<file path="src/rtl/rr_select_ctrl.sv">
// Round-robin controller for a 4:1 byte selector: picks a requesting channel,
// drives the selector code, captures the returned byte and holds it until accepted.
module rr_select_ctrl #(
  parameter int WIDTH = 8
) (
  input  logic             clk,
  input  logic             rst,
  input  logic [3:0]       req,
  input  logic [WIDTH-1:0] result_in,
  input  logic             out_ready,
  output logic [1:0]       select,
  output logic [3:0]       grant,
  output logic             out_valid,
  output logic [WIDTH-1:0] data_out,
  output logic             busy
);

  typedef enum logic [1:0] {
    IDLE = 2'b00,
    SEL  = 2'b01,
    HOLD = 2'b10
  } state_t;

  state_t           state, state_nxt;
  logic [1:0]       ptr, ptr_nxt;
  logic [1:0]       select_nxt;
  logic [3:0]       grant_nxt;
  logic             valid_nxt;
  logic [WIDTH-1:0] data_nxt;

  logic [7:0]       req_dbl;
  logic [3:0]       req_rot;
  logic [1:0]       offset;
  logic [1:0]       win;

  // Rotate requests so bit 0 is the channel at ptr; first set bit wins.
  assign req_dbl = {req, req} >> ptr;
  assign req_rot = req_dbl[3:0];

  always_comb begin
    offset = 2'd0;
    casez (req_rot)
      4'b???1: offset = 2'd0;
      4'b??10: offset = 2'd1;
      4'b?100: offset = 2'd2;
      4'b1000: offset = 2'd3;
      default: offset = 2'd0;
    endcase
  end

  assign win  = ptr + offset;
  assign busy = (state != IDLE);

  always_comb begin
    state_nxt  = state;
    ptr_nxt    = ptr;
    select_nxt = select;
    grant_nxt  = 4'b0000;
    valid_nxt  = out_valid;
    data_nxt   = data_out;
    case (state)
      IDLE: begin
        if (|req) begin
          select_nxt = win;
          grant_nxt  = 4'b0001 << win;
          state_nxt  = SEL;
        end
      end
      SEL: begin
        data_nxt  = result_in;
        valid_nxt = 1'b1;
        state_nxt = HOLD;
      end
      HOLD: begin
        if (out_valid && out_ready) begin
          valid_nxt = 1'b0;
          ptr_nxt   = select + 2'd1;
          state_nxt = IDLE;
        end
      end
      default: begin
        valid_nxt = 1'b0;
        state_nxt = IDLE;
      end
    endcase
  end

  always_ff @(posedge clk or posedge rst) begin
    if (rst) begin
      state     <= IDLE;
      ptr       <= 2'd0;
      select    <= 2'd0;
      grant     <= 4'b0000;
      out_valid <= 1'b0;
      data_out  <= '0;
    end else begin
      state     <= state_nxt;
      ptr       <= ptr_nxt;
      select    <= select_nxt;
      grant     <= grant_nxt;
      out_valid <= valid_nxt;
      data_out  <= data_nxt;
    end
  end

endmodule

</file>
<file path="config.mk">
export PLATFORM = sky130hd
export DESIGN_NAME = rr_select_ctrl
export DESIGN_NICKNAME = d
export VERILOG_FILES = /design/src/rtl/rr_select_ctrl.sv
export SDC_FILE = /design/constraint.sdc
export NUM_CORES = 1
export LEC_CHECK = 0
export ABC_AREA = 1
export BUFFER_PORTS_ARGS = -buffer_cell sky130_fd_sc_hd__buf_2
export CAP_MARGIN = 10
export CORE_ASPECT_RATIO = 1.1
export CORE_UTILIZATION = 51
export CTS_CLUSTER_SIZE = 10
export DETAILED_ROUTE_END_ITERATION = 10
export PLACE_DENSITY = 0.85
export SYNTH_ARGS = -nofsm -noshare
export SYNTH_HDL_FRONTEND = slang
export SYNTH_SLANG_ARGS = --single-unit
</file>
<file path="constraint.sdc">
create_clock -name clk -period 3.6 [get_ports clk]
set_input_delay 0.18 -clock clk [delete_from_list [all_inputs] [get_ports clk]]
set_output_delay 0.18 -clock clk [all_outputs]
set_load 0.01 [all_outputs]
</file>
### Word-level counts from Yosys, hierarchy flattened

Index checks and enable logic that the tools add are counted.
W data, S select, Z words.

* register bits after elaboration: 19
* input bits: 15
* output and inout bits: 16
* word-level logic and storage cells: 34

* $add $sub $neg: 2
* equal/unequal tests: 7
* shift-type cells: 2
* mux-type cells: 8
* bitwise logic cells: 1
* reductions and logical operators: 8

Operators with widths (count)
* $pmux W2 S3: 2
* $mux W4: 2
* $reduce_and A2 Y1: 4
* $shr A8 B2 Y4: 1
* $eq A2 B2 Y1 const B: 2
* $eq A4 B4 Y1 const B: 1
* $mux W2: 2
* $ne A2 B2 Y1 const B: 2
* $reduce_or A4 Y1: 1
* $shl A1 B2 Y4 const A: 1
* $eq A3 B3 Y1 const B: 1
* $pmux W1 S3: 1
* $add A2 B1 Y2 const B: 1
* $add A2 B2 Y2: 1
* $eq A2 B1 Y1 const B: 1
* $logic_not A2 Y1: 1
* $reduce_bool A2 Y1: 1
* $logic_and A1 B1 Y1: 1
* $mux W1: 1
* $not A1 Y1: 1

### Longest topological paths before layout

Gate-level depths: netlist (run 1).

* depth in word-level cells: 7
* gate-level depth with buffers: 13
* depth with buffers taken out: 13

### Least setup slack after synthesis (run 1)

OpenSTA, ideal clock, no wires.

* path kind: flip-flop to flip-flop
* from: register ptr[0]
* to: register select[1]
* library setup time: 118 ps
* data arrival time: 1504 ps
* data required time: 3482 ps
* path slack: 1979 ps
* cell stages (with the launch flop): 14
* buffers on the path: 0
* period minus slack after synthesis: 1621 ps
* cells stage by stage: dfrtp_1 > inv_2 > nand2_1 > nand3_1 > nand2_2 > nand3_1 > a21boi_1 > ha_1 > xor2_1 > inv_1 > nand3_2 > nand2_2 > nand2_2 > nand2_1

* longest elaborated chain between the ends: 4
* elaborated cells on any way between the ends: 6
* classes of those cells: add/sub: 1; eq/ne: 3; shift: 1; mux: 1

Ends and longest elaborated chain
* start: declaration: RTL line 25 `logic [1:0] ptr, ptr_nxt;`
* start signal: assignment: RTL line 98 `ptr <= ptr_nxt;`
* $shr A8 B2 Y4: RTL line 37 `assign req_dbl = {req, req} >> ptr;`
* $eq A4 B4 Y1 (tied with other cells): RTL line 42 `casez (req_rot)`
* $pmux W2 S3: RTL line 42
* $add A2 B2 Y2 *: RTL line 51 `assign win = ptr + offset;`
* end signal: assignment: RTL line 99 `select <= select_nxt;`
* end: declaration: RTL line 11 `output logic [1:0] select,`

Every way passes the cells marked *; elsewhere a longest branch is shown, timed or not.
A chain may end at the register's enable or synchronous reset.

### Worst setup path in the final report (run 1)

Same ends and word-level chain as after synthesis.

==> results summary, run 1 <==
Data on the critical path is required at its endpoint by 3.79 ns. The routed via count divided by cell count came out at 5.23. The longest clock path from root to sink contains 2 buffers.

The power density over the cells is 938 mW/mm2. The global placement routability congestion came out at 0.874. Among all stages on the critical path, the largest delay is contributed by sky130_fd_sc_hd__dfrtp_1. The worst setup path is captured at a register.

The HPWL after detailed placement came out at 1.38 mm. The number of I/O port buffers came out at 30. Yosys mapped the design onto 16 distinct sky130hd cell types. The worst clock skew is 0.00155 ns. In this run the worst hold path is classified as primary input to register. The number of failing hold endpoints at the final stage is 0.

The largest net degree at the start of global routing came out at 20. Setup repair after global routing left no endpoint under its margin. Walking the worst path, the cells encountered are inv_2, nand2_1, nand3_1, nand2_2, nand3_1, a21boi_1, ha_1, xor2_1, inv_1, nand3_2, nand2_2, nand2_2, nand2_1. The count of nets left with antenna violations after detail routing came out at 0. Leaving out fill and tap cells, the most frequent cells in the layout are sky130_fd_sc_hd__buf_2 (30), sky130_fd_sc_hd__nand2_1 (25), sky130_fd_sc_hd__dfrtp_1 (19).

The summed area of non-filler cells in the final layout is 0.00109 mm2. Clock-pin slew was measured on the worst setup and hold paths at 0.10 ns. A synthesized cell averages 9.19 um2. The worst IR drop on VDD came out at 0.000514 V.

The critical path in this run is classified as register to register. The antenna diode count is 0. The final count of negative-setup-slack endpoints came out at 0.

Compared with the post-synthesis result, the final layout area differs by 23.7%. The share of the clock period used by the worst path after layout is 52.5%. The floorplan step set the die height to 45.6 um.

On the critical path the largest part of the delay comes from simple AND/OR/NAND/NOR gates. The core region is 0.00160 mm2. The number of detailed-routing iterations run before antenna repair came out at 4. Max-cap violations in this run came to 0. The arrival time of data at the critical path endpoint is 2.08 ns. The DRC violation count after routing is 0. The total number of clock tree sinks is 19. The number of nets in the layout is 148. The biggest cell delay along the critical path came out at 0.47 ns.

After floorplanning, the core was divided into 15 placement rows. The first routing iteration left 10 violations. The later-pin clock latency in the skew report is 0.29 ns. The number of max-slew violations in the final report came out at 0.

The initial antenna violation count is 0. The cell type with the highest aggregate area in the netlist is sky130_fd_sc_hd__dfrtp_1. The starting utilization of the core area came out at 55.3%. The area share of the largest cell type after synthesis is 53.9%. The chip width came out at 41.7 um. Synthesis inferred 19 register bits.

The dominant cell type by count on the critical path is sky130_fd_sc_hd__nand2_2. The synthesized net count came out at 112. The total number of vias came out at 774. TritonCTS built the clock tree. The first-pass GRT wire length came out at 2.79 mm. The number of warnings issued by yosys is 0. Counting every instance in the synthesized netlist gives 96. The placed cell area came out at 0.00105 mm2. The tree is rooted in a sky130_fd_sc_hd__clkbuf_4. The total CTS buffers came out at 3.

The final critical-path required period came out at 1.89 ns. The worst max-slew margin expressed relative to the limit came out at 56.0%. The total wire length after detailed routing is 1.77 mm.

31 I/O pins were placed. STA classifies the critical path startpoint as a register. The level count of the clock H-tree is 1. In this run the static leakage power is 0.603 nW. Sorting the synthesized cells by area gives the leading types as sky130_fd_sc_hd__dfrtp_1 (54%), sky130_fd_sc_hd__nand2_1 (11%), sky130_fd_sc_hd__mux2_1 (6.4%).

The sequential-to-total area share from yosys stat came out at 53.9%. The most frequent standard cell in the layout excluding fill and tap cells is sky130_fd_sc_hd__buf_2. The run finished with clean final reports. The biggest fanout along the worst timing path is 6. The total of hold buffers inserted after clock tree synthesis is 1. The number of post-CTS setup repair buffers came out at 0. The sum of negative setup slack is 0 ns. Cells with a size suffix above 1 make up 35.1% of the layout. The overall die area is 0.00190 mm2. Global routing consumed, over all layers together, 20.1% of the routing resources. Static timing analysis puts the maximum clock frequency at 529 MHz. The post-cts sizing count came out at 0. The via count of the first global-routing pass came out at 706. In the final routed layout, each cell accounts on average for 11.9 um. Summed over all layers, the global routing overflow is 0. For the pin with the worst max-slew slack, the measured transition is 0.660 ns. Counting both buffers and inverters, the worst setup path holds a total of 2.

The total standard cell area after synthesis is 882 um2.
[stage by stage]
step	util, %	power (mW)	hold WS [ns]	setup slack, ns	std cells
2_1_floorplan	-	0.756	0.131	1.98	96
3_3_place_gp	66.0	0.887	0.310	1.89	143
3_5_place_dp	66.0	0.920	0.315	1.75	143
4_1_cts	68.4	1.03	0.0908	1.73	148
5_1_grt	68.4	1.10	0.0766	1.56	148
6_report	68.4	1.02	0.0924	1.71	148
[cell usage after synthesis]
library cell               number
sky130_fd_sc_hd__nand2_1       25
sky130_fd_sc_hd__mux2_2         3
sky130_fd_sc_hd__xor2_1         2
sky130_fd_sc_hd__mux2_1         5
sky130_fd_sc_hd__inv_2          4
sky130_fd_sc_hd__o21ai_0        3
sky130_fd_sc_hd__inv_1          7
sky130_fd_sc_hd__nor2_1         9
sky130_fd_sc_hd__nor3_1         1
sky130_fd_sc_hd__a21boi_1       1
sky130_fd_sc_hd__nand2_2        4
sky130_fd_sc_hd__nand3_1        9
sky130_fd_sc_hd__a21oi_1        2
sky130_fd_sc_hd__ha_1           1
sky130_fd_sc_hd__nand3_2        1
sky130_fd_sc_hd__dfrtp_1       19
[where the power goes]
part	leakage, nW	total (mW)	switching [mW]	internal [mW]
clock	0.0177	0.104	0.0627	0.0414
combinational	0.352	0.536	0.318	0.218
sequential	0.233	0.383	0.0726	0.311
total	0.603	1.02	0.454	0.570
[worst reg2reg max path: cells and delay by family (launching register included)]
kind	cells	cell delay, ns
adders and majority gates	1	0.18
xor gates and xnor gates	1	0.20
AOI/OAI and AO/OA	1	0.13
DFF	1	0.47
buffers and inverters	2	0.18
and+or+nand+nor	8	0.63
[logic make-up (layout without fill, tap and decap cells)]
group / Yosys count / count (layout) / synth area share (%)
AND/OR/NAND/NOR: 49 / 49 / 24.1
flip-flops: 19 / 19 / 53.9
buffers and inverters: 11 / 46 / 4.68
multiplexers: 8 / 8 / 10.2
AO/OA/AOI/OAI: 6 / 6 / 3.69
XOR/XNOR: 2 / 2 / 1.99
adder cells (fa/ha/maj): 1 / 1 / 1.42
[routing by layer]
metal	global-route usage (%)	wire, um	vias up
li1	-	-	382
met1	22.3	755	361
met2	36.3	886	27
met3	2.78	88	4
met4	13.5	35	0
met5	0	0	-
[registers in the layout, indices dropped and copies added (netlist names)]
register and count:
grant 4, out_valid 1, state 2, select 2
data_out 8, ptr 2
[final timing paths]
path,from,endpoint,slack [ns],depth (start not counted)
worst min-delay path,result_in[4],data_out[4]$_DFFE_PP0P_,0.09,2
worst max register to register,ptr[0]$_DFFE_PP0P_,select[1]$_DFFE_PP0P_,1.71,13
max in group asynchronous,rst,data_out[4]$_DFFE_PP0P_,2.63,3
min in group asynchronous,rst,data_out[7]$_DFFE_PP0P_,0.55,3
worst min register to register,state[1]$_DFFE_PP0P_,out_valid$_DFFE_PP0P_,0.48,1
worst max-delay path,ptr[0]$_DFFE_PP0P_,select[1]$_DFFE_PP0P_,1.71,13
[layout make-up]
cell class | count | area [um2]
multi-input combinational | 66 | 365
inverter | 11 | 41.3
sequential | 19 | 475
fill | 135 | 504
tap | 17 | 21.3
timing repair buffer | 31 | 160
clock buffer | 3 | 22.5
clock inverter | 1 | 5.00
Note: power is estimated with default switching activity, not from simulation.
==> run 2: changes to the inputs <==
CORE_UTILIZATION = 47   (was 51)
PLACE_DENSITY = 0.8   (was 0.85)
clock period = 1.9 ns   (was 3.6 ns; I/O delays follow)
==> run 2 against run 1 <==
Fmax grew 6.9%. Clock power grew 97%. Sequential power grew 86%. Critical path depth shrank 1. Critical endpoint unchanged. Highest routed layer unchanged.
==> results summary, run 2 (synthesis results as in run 1) <==
The top cell types in the final layout, fill and taps aside, are sky130_fd_sc_hd__buf_2 (30), sky130_fd_sc_hd__nand2_1 (25), sky130_fd_sc_hd__dfrtp_1 (17). The count of nets left with antenna violations after detail routing came out at 0 (unchanged). The level count of the clock H-tree is 1 (unchanged). The via count of the first global-routing pass was 699 (-0.99%). The routed via count divided by cell count came to 4.98 (-4.8%).

The clock-pin slew of the registers on the worst-case setup and hold paths came out at 0.11 ns (about the same). The global placement routability congestion came out at 0.802 (-8.2%). The chip width came to 43.3 um (+4.0%). The worst clock skew came out at 0.000968 ns (-0.000581 ns). The total number of clock tree sinks is 19 (unchanged). The clock tree from TritonCTS is built. The static leakage power came to 0.626 nW (+3.8%). The later-pin clock latency in the skew report came out at 0.30 ns (about the same). The first-pass GRT wire length is 2.82 mm (+1.0%). The standard-cell row count is 16 (+1). The required time at the endpoint of the critical path came out at 2.10 ns (-1.69 ns).

The synthesis-to-layout area growth came out at 29.8%. The DRC violation count after routing came out at 0 (unchanged). The HPWL after detailed placement is 1.33 mm (-3.4%). The total power after layout is 1.98 mW (+93%). Ranked by flip-flop count, first place goes to data_out.

The total routing resource utilization after global routing is 19.4% (-0.65 points). The smallest hold slack came out at 0.00719 ns (-0.0852 ns). In this run the worst setup path terminates at select[1]$_DFFE_PP0P_. The number of detailed-routing iterations run before antenna repair came to 5 (+1). The path length in cells of the critical path is 12 (-1).

The slew at the pin with the worst max-slew slack came out at 0.682 ns (+0.0224 ns). The antenna diode count is 0 (unchanged). The worst IR drop on VDD came out at 0.00107 V (+110%).

The share of the clock period used by the worst path after layout was 93.0% (+41 points). The starting utilization of the core area is 50.1% (-5.2 points). The total wire length after detailed routing came to 1.84 mm (+4.1%). The arrival time of data at the critical path endpoint is 1.97 ns (-0.11 ns). The number of max-slew violations in the final report is 0 (unchanged). The launching element of the worst setup path is ptr[0]$_DFFE_PP0P_. The final count of negative-setup-slack endpoints came out at 0 (unchanged). The final critical-path required period is 1.77 ns (-0.122 ns). Among the stages of the critical path, the cell type that occurs most often is sky130_fd_sc_hd__nand2_1.

Among cell families on the critical path, the largest total delay comes from simple AND/OR/NAND/NOR gates. Traced cell by cell, the critical path runs through buf_4, nand2_1, nand3_1, nand2_1, a21boi_1, ha_1, xor2_1, inv_1, nand3_2, nand2_2, nand2_2, nand2_1. The total number of vias came to 767 (-0.90%). The number of fill cells in the layout came out at 163 (+21%). The critical path buffer and inverter count is 2 (unchanged). The run finished with clean final reports. The initial antenna violation count is 0 (unchanged). The total of max-cap violations is 0 (unchanged). The average detailed-routed wire length per instance is 11.9 um (about the same). The root buffer cell chosen for the clock tree is sky130_fd_sc_hd__clkbuf_4. The share of the core filled with cells in the final layout is 65.0% (-3.4 points). The number of flip-flops in the largest register came out at 8 (unchanged). The total overflow reported by the global router was 0 (unchanged). The vertical extent of the die came out at 47.4 um (+4.0%). The worst max-slew margin expressed relative to the limit is 54.5% (-1.5 points). The number of buffers between clock root and the deepest sink came to 2 (unchanged). The I/O pin total is 31 (unchanged). The slowest stage of the critical path belongs to the cell sky130_fd_sc_hd__dfrtp_2. The number of failing hold endpoints at the final stage came to 0 (unchanged). The number of I/O port buffers came to 30 (unchanged). The count of routing violations after the opening detailed-route iteration is 20 (+10). The critical path in this run is classified as register to register. The power density over the cells was 1730 mW/mm2 (+84%). The area of the core region was 0.00176 mm2 (+10%). The biggest cell delay along the critical path is 0.46 ns (about the same). The overall die area is 0.00205 mm2 (+8.1%). The maximum clock frequency is 566 MHz (+6.9%). The biggest fanout along the worst timing path is 5 (-1). Leaving out fill and tap cells, the most frequent cell in the layout is sky130_fd_sc_hd__buf_2. The startpoint identified for the worst register-to-register timing path is ptr[0]$_DFFE_PP0P_. In this run the worst hold path is classified as primary input to register. The worst setup path is captured at a register. The endpoint identified for the worst register-to-register timing path is select[1]$_DFFE_PP0P_. In the final layout, the registers with the most flip-flops are data_out (8), grant (4).

The cell count of the worst reg-to-reg path came out at 12 (-1). STA classifies the critical path startpoint as a register. The largest net degree at the start of global routing came to 20 (unchanged). The number of nets in the layout came out at 153 (+3.4%). The share of cells above drive strength 1 is 37.5% (+2.4 points). The total CTS buffers is 3 (unchanged). The reg2reg setup slack is 0.13 ns (-1.58 ns).
## run 2: per-layer routing
metal | part of all wire, % | global-route usage (%) | vias to the layer above
met3 | 5.1 | 6.04 | 2
met2 | 53 | 35.2 | 26
li1 | - | - | 386
met4 | 0.76 | 8.48 | 0
met5 | 0 | 0 | -
met1 | 41 | 21.4 | 353
## run 2: timing repair
| action | 4_1_cts | 5_1_grt |
|---|---|---|
| hold buffers | 4 | 0 |
| setup buffers | 0 | 2 |
| gates resized for setup | 0 | 3 |
| endpoints found under the hold margin | 22 | 0 |
| setup endpoints to repair | 0 | 4 |
## run 2: area by class of cell
| class | instances | area [um2] | area share, % |
|---|---|---|---|
| clock buffer | 3 | 22.5 | 1.97 |
| clock inverter | 1 | 5.00 | 0.437 |
| inverter | 11 | 41.3 | 3.61 |
| multi-input combinational | 66 | 370 | 32.3 |
| sequential | 19 | 478 | 41.7 |
| tap | 18 | 22.5 | 1.97 |
| timing repair buffer | 36 | 205 | 17.9 |
## run 2: worst min path at each step
| stage | start | endpoint | depth (start not counted) |
|---|---|---|---|
| after global routing | result_in[7] | data_out[7]$_DFFE_PP0P_ | 2 |
| after global placement | rst | data_out[6]$_DFFE_PP0P_ | 2 |
| after CTS | result_in[1] | data_out[1]$_DFFE_PP0P_ | 2 |
| after detailed placement | rst | select[1]$_DFFE_PP0P_ | 2 |
| after floorplan | rst | data_out[0]$_DFFE_PP0P_ | 1 |
| final | result_in[1] | data_out[1]$_DFFE_PP0P_ | 2 |
## run 2: metrics by stage
stage / worst slack [ns] / TNS (ns) / instances / area, um2
2_1_floorplan: 0.279 / 0 / 96 / 882
3_5_place_dp: 0.114 / 0 / 144 / 1050
5_1_grt: -0.0127 / -0.0127 / 154 / 1140
4_1_cts: 0.0887 / 0 / 152 / 1120
6_report: 0.133 / 0 / 154 / 1140
3_3_place_gp: 0.196 / 0 / 144 / 1050
## run 2: where the power goes
group | internal [mW] | switching [mW] | leakage, nW
logic | 0.446 | 0.613 | 0.378
registers | 0.593 | 0.121 | 0.231
clock network | 0.0786 | 0.126 | 0.0177
total | 1.12 | 0.861 | 0.626
## run 2: worst register-to-register path, stage by stage, from the launching register on
cell and delay (ns):
sky130_fd_sc_hd__dfrtp_2 0.46, sky130_fd_sc_hd__buf_4 0.15, sky130_fd_sc_hd__nand2_1 0.09, sky130_fd_sc_hd__nand3_1 0.10, sky130_fd_sc_hd__nand2_1 0.09, sky130_fd_sc_hd__a21boi_1 0.07
sky130_fd_sc_hd__ha_1 0.19, sky130_fd_sc_hd__xor2_1 0.19, sky130_fd_sc_hd__inv_1 0.07, sky130_fd_sc_hd__nand3_2 0.07, sky130_fd_sc_hd__nand2_2 0.07, sky130_fd_sc_hd__nand2_2 0.07
sky130_fd_sc_hd__nand2_1 0.05
